File: src/rtl/conv_scheduler.sv
// conv_scheduler: sequences a raster pixel stream through a KxK window datapath,
// tracks the fixed 2-cycle datapath latency, and buffers results in a small
// first-word-fall-through FIFO with credit-based backpressure toward the source.
module conv_scheduler #(
   parameter int unsigned KERNEL_SIZE = 3,
   parameter int unsigned WORD_SIZE   = 16,
   parameter int unsigned IMG_WIDTH   = 16,
   parameter int unsigned IMG_HEIGHT  = 16,
   parameter int unsigned FIFO_DEPTH  = 4
) (
   input  logic                        clk,
   input  logic                        reset_n,
   input  logic                        start,
   output logic                        busy,
   output logic                        frame_done,
   input  logic                        in_valid,
   output logic                        in_ready,
   output logic                        win_shift,
   output logic                        win_valid,
   input  logic signed [WORD_SIZE-1:0] conv_ans,
   output logic                        out_valid,
   input  logic                        out_ready,
   output logic signed [WORD_SIZE-1:0] out_data,
   output logic                        out_last
);

   localparam int unsigned ColW  = (IMG_WIDTH > 1) ? $clog2(IMG_WIDTH) : 1;
   localparam int unsigned RowW  = (IMG_HEIGHT > 1) ? $clog2(IMG_HEIGHT) : 1;
   localparam int unsigned PtrW  = $clog2(FIFO_DEPTH);
   localparam int unsigned CntW  = PtrW + 1;
   localparam int unsigned Total = (IMG_HEIGHT - KERNEL_SIZE + 1) * (IMG_WIDTH - KERNEL_SIZE + 1);
   localparam int unsigned ResW  = $clog2(Total + 1);

   localparam logic [ColW-1:0] ColLast     = ColW'(IMG_WIDTH - 1);
   localparam logic [RowW-1:0] RowLast     = RowW'(IMG_HEIGHT - 1);
   localparam logic [ColW-1:0] ColFirstWin = ColW'(KERNEL_SIZE - 1);
   localparam logic [RowW-1:0] RowFirstWin = RowW'(KERNEL_SIZE - 1);
   localparam logic [ResW-1:0] ResLast     = ResW'(Total - 1);
   localparam logic [CntW:0]   DepthLim    = (CntW + 1)'(FIFO_DEPTH);

   typedef enum logic [1:0] {StIdle, StRun, StDrain, StDone} state_e;

   state_e               state_q, state_d;
   logic [ColW-1:0]      col_q, col_d;
   logic [RowW-1:0]      row_q, row_d;
   logic [1:0]           vld_q, vld_d;
   logic [PtrW-1:0]      wr_ptr_q, wr_ptr_d;
   logic [PtrW-1:0]      rd_ptr_q, rd_ptr_d;
   logic [CntW-1:0]      count_q, count_d;
   logic [ResW-1:0]      res_cnt_q, res_cnt_d;
   // Each entry carries the frame-last flag above the data word.
   logic [WORD_SIZE:0]   mem_q [FIFO_DEPTH];
   logic [WORD_SIZE:0]   mem_d [FIFO_DEPTH];

   logic [1:0]           inflight;
   logic [CntW:0]        credit_use;
   logic                 credit_ok;
   logic                 frame_start;
   logic                 push;
   logic                 pop;
   logic                 push_last;
   logic [WORD_SIZE:0]   head;
   logic                 head_last;
   logic                 drain_done;

   // Credit: queued results plus results still inside the datapath must fit the FIFO.
   always_comb begin
      inflight   = {1'b0, vld_q[0]} + {1'b0, vld_q[1]};
      credit_use = (CntW + 1)'(count_q) + (CntW + 1)'(inflight);
      credit_ok  = credit_use < DepthLim;
   end

   // Frame sequencing FSM, raster counters and handshake outputs.
   always_comb begin
      state_d     = state_q;
      col_d       = col_q;
      row_d       = row_q;
      busy        = 1'b0;
      frame_done  = 1'b0;
      in_ready    = 1'b0;
      win_shift   = 1'b0;
      win_valid   = 1'b0;
      frame_start = 1'b0;
      unique case (state_q)
         StIdle: begin
            if (start) begin
               state_d     = StRun;
               col_d       = '0;
               row_d       = '0;
               frame_start = 1'b1;
            end
         end
         StRun: begin
            busy      = 1'b1;
            in_ready  = credit_ok;
            win_shift = in_valid && credit_ok;
            // Window is complete once the shifted pixel is at least K-1 into both axes.
            win_valid = win_shift && (row_q >= RowFirstWin) && (col_q >= ColFirstWin);
            if (win_shift) begin
               if (col_q == ColLast) begin
                  col_d = '0;
                  if (row_q == RowLast) begin
                     row_d   = '0;
                     state_d = StDrain;
                  end else begin
                     row_d = row_q + RowW'(1);
                  end
               end else begin
                  col_d = col_q + ColW'(1);
               end
            end
         end
         StDrain: begin
            busy = 1'b1;
            if (drain_done) begin
               state_d = StDone;
            end
         end
         StDone: begin
            frame_done = 1'b1;
            state_d    = StIdle;
         end
         default: state_d = StIdle;
      endcase
   end

   // Latency tracking, output FIFO bookkeeping and result numbering.
   always_comb begin
      vld_d      = {vld_q[0], win_valid};
      push       = vld_q[1];
      out_valid  = (count_q != '0);
      pop        = out_valid && out_ready;
      push_last  = (res_cnt_q == ResLast);
      head       = mem_q[rd_ptr_q];
      head_last  = head[WORD_SIZE];
      out_data   = out_valid ? head[WORD_SIZE-1:0] : '0;
      out_last   = out_valid && head_last;
      // The last result is the final entry, so popping it with nothing in flight ends the frame.
      drain_done = pop && head_last && (vld_q == 2'b00);

      mem_d     = mem_q;
      wr_ptr_d  = wr_ptr_q;
      rd_ptr_d  = rd_ptr_q;
      count_d   = count_q;
      res_cnt_d = res_cnt_q;

      if (push) begin
         mem_d[wr_ptr_q] = {push_last, conv_ans};
         wr_ptr_d        = wr_ptr_q + PtrW'(1);
      end
      if (pop) begin
         rd_ptr_d = rd_ptr_q + PtrW'(1);
      end
      case ({push, pop})
         2'b10:   count_d = count_q + CntW'(1);
         2'b01:   count_d = count_q - CntW'(1);
         default: count_d = count_q;
      endcase

      if (frame_start) begin
         res_cnt_d = '0;
      end else if (push) begin
         res_cnt_d = res_cnt_q + ResW'(1);
      end
   end

   // State registers; reset discards any frame in progress.
   always_ff @(posedge clk or negedge reset_n) begin
      if (!reset_n) begin
         state_q   <= StIdle;
         col_q     <= '0;
         row_q     <= '0;
         vld_q     <= '0;
         wr_ptr_q  <= '0;
         rd_ptr_q  <= '0;
         count_q   <= '0;
         res_cnt_q <= '0;
         mem_q     <= '{default: '0};
      end else begin
         state_q   <= state_d;
         col_q     <= col_d;
         row_q     <= row_d;
         vld_q     <= vld_d;
         wr_ptr_q  <= wr_ptr_d;
         rd_ptr_q  <= rd_ptr_d;
         count_q   <= count_d;
         res_cnt_q <= res_cnt_d;
         mem_q     <= mem_d;
      end
   end

endmodule

File: config.mk
export PLATFORM = sky130hd
export DESIGN_NAME = conv_scheduler
export DESIGN_NICKNAME = d
export VERILOG_FILES = /design/src/rtl/conv_scheduler.sv
export SDC_FILE = /design/constraint.sdc
export NUM_CORES = 1
export LEC_CHECK = 0
export ABC_AREA = 1
export CAP_MARGIN = 20
export CORE_MARGIN = 4
export CORE_UTILIZATION = 55
export CTS_CLUSTER_DIAMETER = 60
export DETAILED_ROUTE_END_ITERATION = 8
export PLACE_DENSITY = 0.79
export SETUP_SLACK_MARGIN = 0.2
export SYNTH_ARGS = -nofsm -noshare
export SYNTH_HDL_FRONTEND = slang
export SYNTH_SLANG_ARGS = --single-unit
File: constraint.sdc
create_clock -name clk -period 3 [get_ports clk]
set_input_delay 0.45 -clock clk [delete_from_list [all_inputs] [get_ports clk]]
set_output_delay 0.45 -clock clk [all_outputs]
set_load 0.03 [all_outputs]
==> run_results.csv <==
group,metric,value,unit
run_status,outcome,"finished, final reports clean",
sta,slew_violations,0,
final_layout,fin_cells,713,
drt,wl_per_cell,13.9,um
sta,worst_pin_slew,0.694,ns
critical_path,cp_top_family,"buffers and inverters",
drt,first_pass_iters,5,
clock_network,holdBufCountCts,0,
final_layout,final_common_cell,"nand2_1",
clock_network,post_cts_buffers,0,
clock_network,clock_path_buffers,2,
final_layout,mostFrequentLayoutCells,"nand2_1, o21ai_0, dfrtp_1",
critical_path,worst_r2r_endpoint,"count_q[2]",
sta,fmax,0.378,GHz
drt,wirelength,9920,um
placement,gp_congestion,0.807,
power_and_ir_drop,powerDensity,836,mW/mm^2
placement,io_buffers,43,
critical_path,path_max_fanout,18,
critical_path,cp_slowest_stage_delay,0.69,ns
placement,dpl.cell_count,696,
die,fp.dieH,99.8,um
sta,period_share,88.2,%
clock_network,ctsRootBufferMaster,"clkbuf_8",
yosys,avgSynthCellArea,8.24,um^2
placement,place_hpwl,6590,um
job,drv_cap,0,
global_routing,grt_max_degree,56,
final_layout,finalNetCount,640,
sta,finalCriticalPeriod,2.65,ns
drt,ant_nets,0,
yosys,netlist_area,0.00464,mm^2
drt,route.vias.total,3823,
clock_network,cts.htree.levels,3,
critical_path,crit_type,"register to output port",
final_layout,syn_to_final_growth,15.9,%
sta,setup-tns-final,0,ns
clock_network,cts_sinks,95,
critical_path,arrival,2.20,ns
yosys,synth-seq-cells,95,
yosys,syn_nets,600,
critical_path,crit_path_end_kind,"output port",
die,io_pins,44,
die,fp.dieW,99.8,um
critical_path,cp.required,2.55,ns
final_layout,final_layout_size_suffix_gt1_share,8.39,%
clock_network,clk_latency,0.35,ns
critical_path,path_cells,"buf_4 > nor2_1 > nor2_1 > o21ai_0 > a21oi_1 > clkdlybuf4s50_1",
critical_path,reg2reg_depth,10,
yosys,yosys_warnings,0,
yosys,ys_types,32,
yosys,synthCells,563,
critical_path,crit_slowest_cell,"clkdlybuf4s50_1",
final_layout,n_antenna_cell,0,
sta,finalSetupViolCount,0,
global_routing,grt_usage,21.5,%
power_and_ir_drop,leakage,2.67,nW
clock_network,cts_tree,"yes",
critical_path,startpoint,"rd_ptr_q[0]",
critical_path,crit_path_start_kind,"register",
clock_network,numCtsBuffers,9,
critical_path,crit_top_cell,"nor2_1",
die,coreArea,0.00822,mm^2
sta,fin_skew,0.0103,ns
die,rows,33,
global_routing,grt_pass1_vias,3869,
die,start_util,56.4,%
critical_path,crit_buf_inv,2,
drt,avgViaCountPerCell,5.36,
drt,drtIter0Drc,186,
global_routing,grt_pass1_wl,17500,um
final_layout,n_fill_cell,692,
global_routing,antenna_found_initial,0,
die,dieArea,0.00996,mm^2
power_and_ir_drop,ir_worst_vdd,0.608,mV
global_routing,grt_overflow_total,0,
sta,relSlewSlack,53.8,%
critical_path,r2r_slack,1.03,ns
sta,finalHoldViolations,0,
clock_network,path_clk_slew,0.09,ns
yosys,synth_seq_area_share,51.3,%
sta,rsz0062_at_grt,"false",
critical_path,r2r-start,"count_q[0]",
drt,drc,0,
hold_path,min_path_type,"primary input to async pin",
## layer usage
metal | up-vias | track usage [%] | share of wire, %
li1 | 1901 | - | -
met1 | 1783 | 27.4 | 44
met2 | 116 | 36.3 | 48
met3 | 23 | 4.10 | 5.5
met4 | 0 | 8.19 | 2.4
met5 | - | 0 | 0
## synthesized netlist by cell type (all sizes together)
cell	n	area share, %
xor2	2	0.38
xnor2	2	0.38
clkbuf	11	0.94
inv	43	3.5
fa	1	0.43
a21oi	24	2.7
nor3	5	0.54
nand3	15	1.8
clkinv	1	0.081
dfrtp	95	51
nor4	2	0.27
o21bai	2	0.32
o21ai	117	13
nor2	79	6.6
nand2	123	11
nand4	6	0.81
buf	14	1.8
ha	15	4.0
or2	6	0.81
## worst max-delay path by stage
| stage | end | slack, ns | cells past startpoint |
|---|---|---|---|
| floorplan | win_valid | 0.40 | 6 |
| global placement | win_valid | 0.43 | 7 |
| detailed placement | win_valid | 0.29 | 7 |
| CTS | win_shift | 0.21 | 7 |
| global route | win_valid | 0.19 | 7 |
| finish | out_data[5] | 0.35 | 6 |
## report_power, final
part	switching (mW)	leakage, nW	total (mW)	internal [mW]
logic	1.32	1.59	2.11	0.792
clock network	0.435	0.0926	0.784	0.349
registers	0.157	0.981	1.60	1.44
## through the flow
step	hold slack (ns)	area (um^2)	total power, mW	setup WS (ns)	utilization (%)
final	0.121	5380	4.49	0.354	65.4
after global routing	0.161	5380	4.83	0.187	65.4
after CTS	0.143	5330	4.54	0.205	64.9
after detailed placement	0.421	5140	3.73	0.286	62.6
after global placement	0.424	5140	3.68	0.432	62.6
after floorplan	0.154	4640	3.00	0.400	-
## area by class of cell
class	instances	area, um^2	share of cell area (%)
multi-input combinational	399	1970	36.7
timing repair buffer	54	541	10.1
tap	105	131	2.44
clock buffer	12	155	2.89
inverter	44	168	3.12
clock inverter	4	30.0	0.559
sequential	95	2380	44.3
## timing repair
action / 4_1_cts / 5_1_grt
cloned: 0 / 0
endpoints found under the setup margin: 8 / 8
endpoints found under the hold margin: 0 / 0
gates resized for setup: 4 / 10
## registers in the layout (all words and copies together), names as in the netlist
register	cells
mem_q	68
row_q	4
wr_ptr_q	2
rd_ptr_q	2
vld_q	2
state_q	2
res_cnt_q	8
count_q	3
col_q	4
## kinds of logic after synthesis
family	after synthesis	synth area share [%]
simple gates	236	21.5
compound gates	143	15.7
flops	95	51.3
buf+inv	69	6.26
fa+ha+maj	16	4.48
xor+xnor	4	0.756
Note: power is estimated with default switching activity, not from simulation.
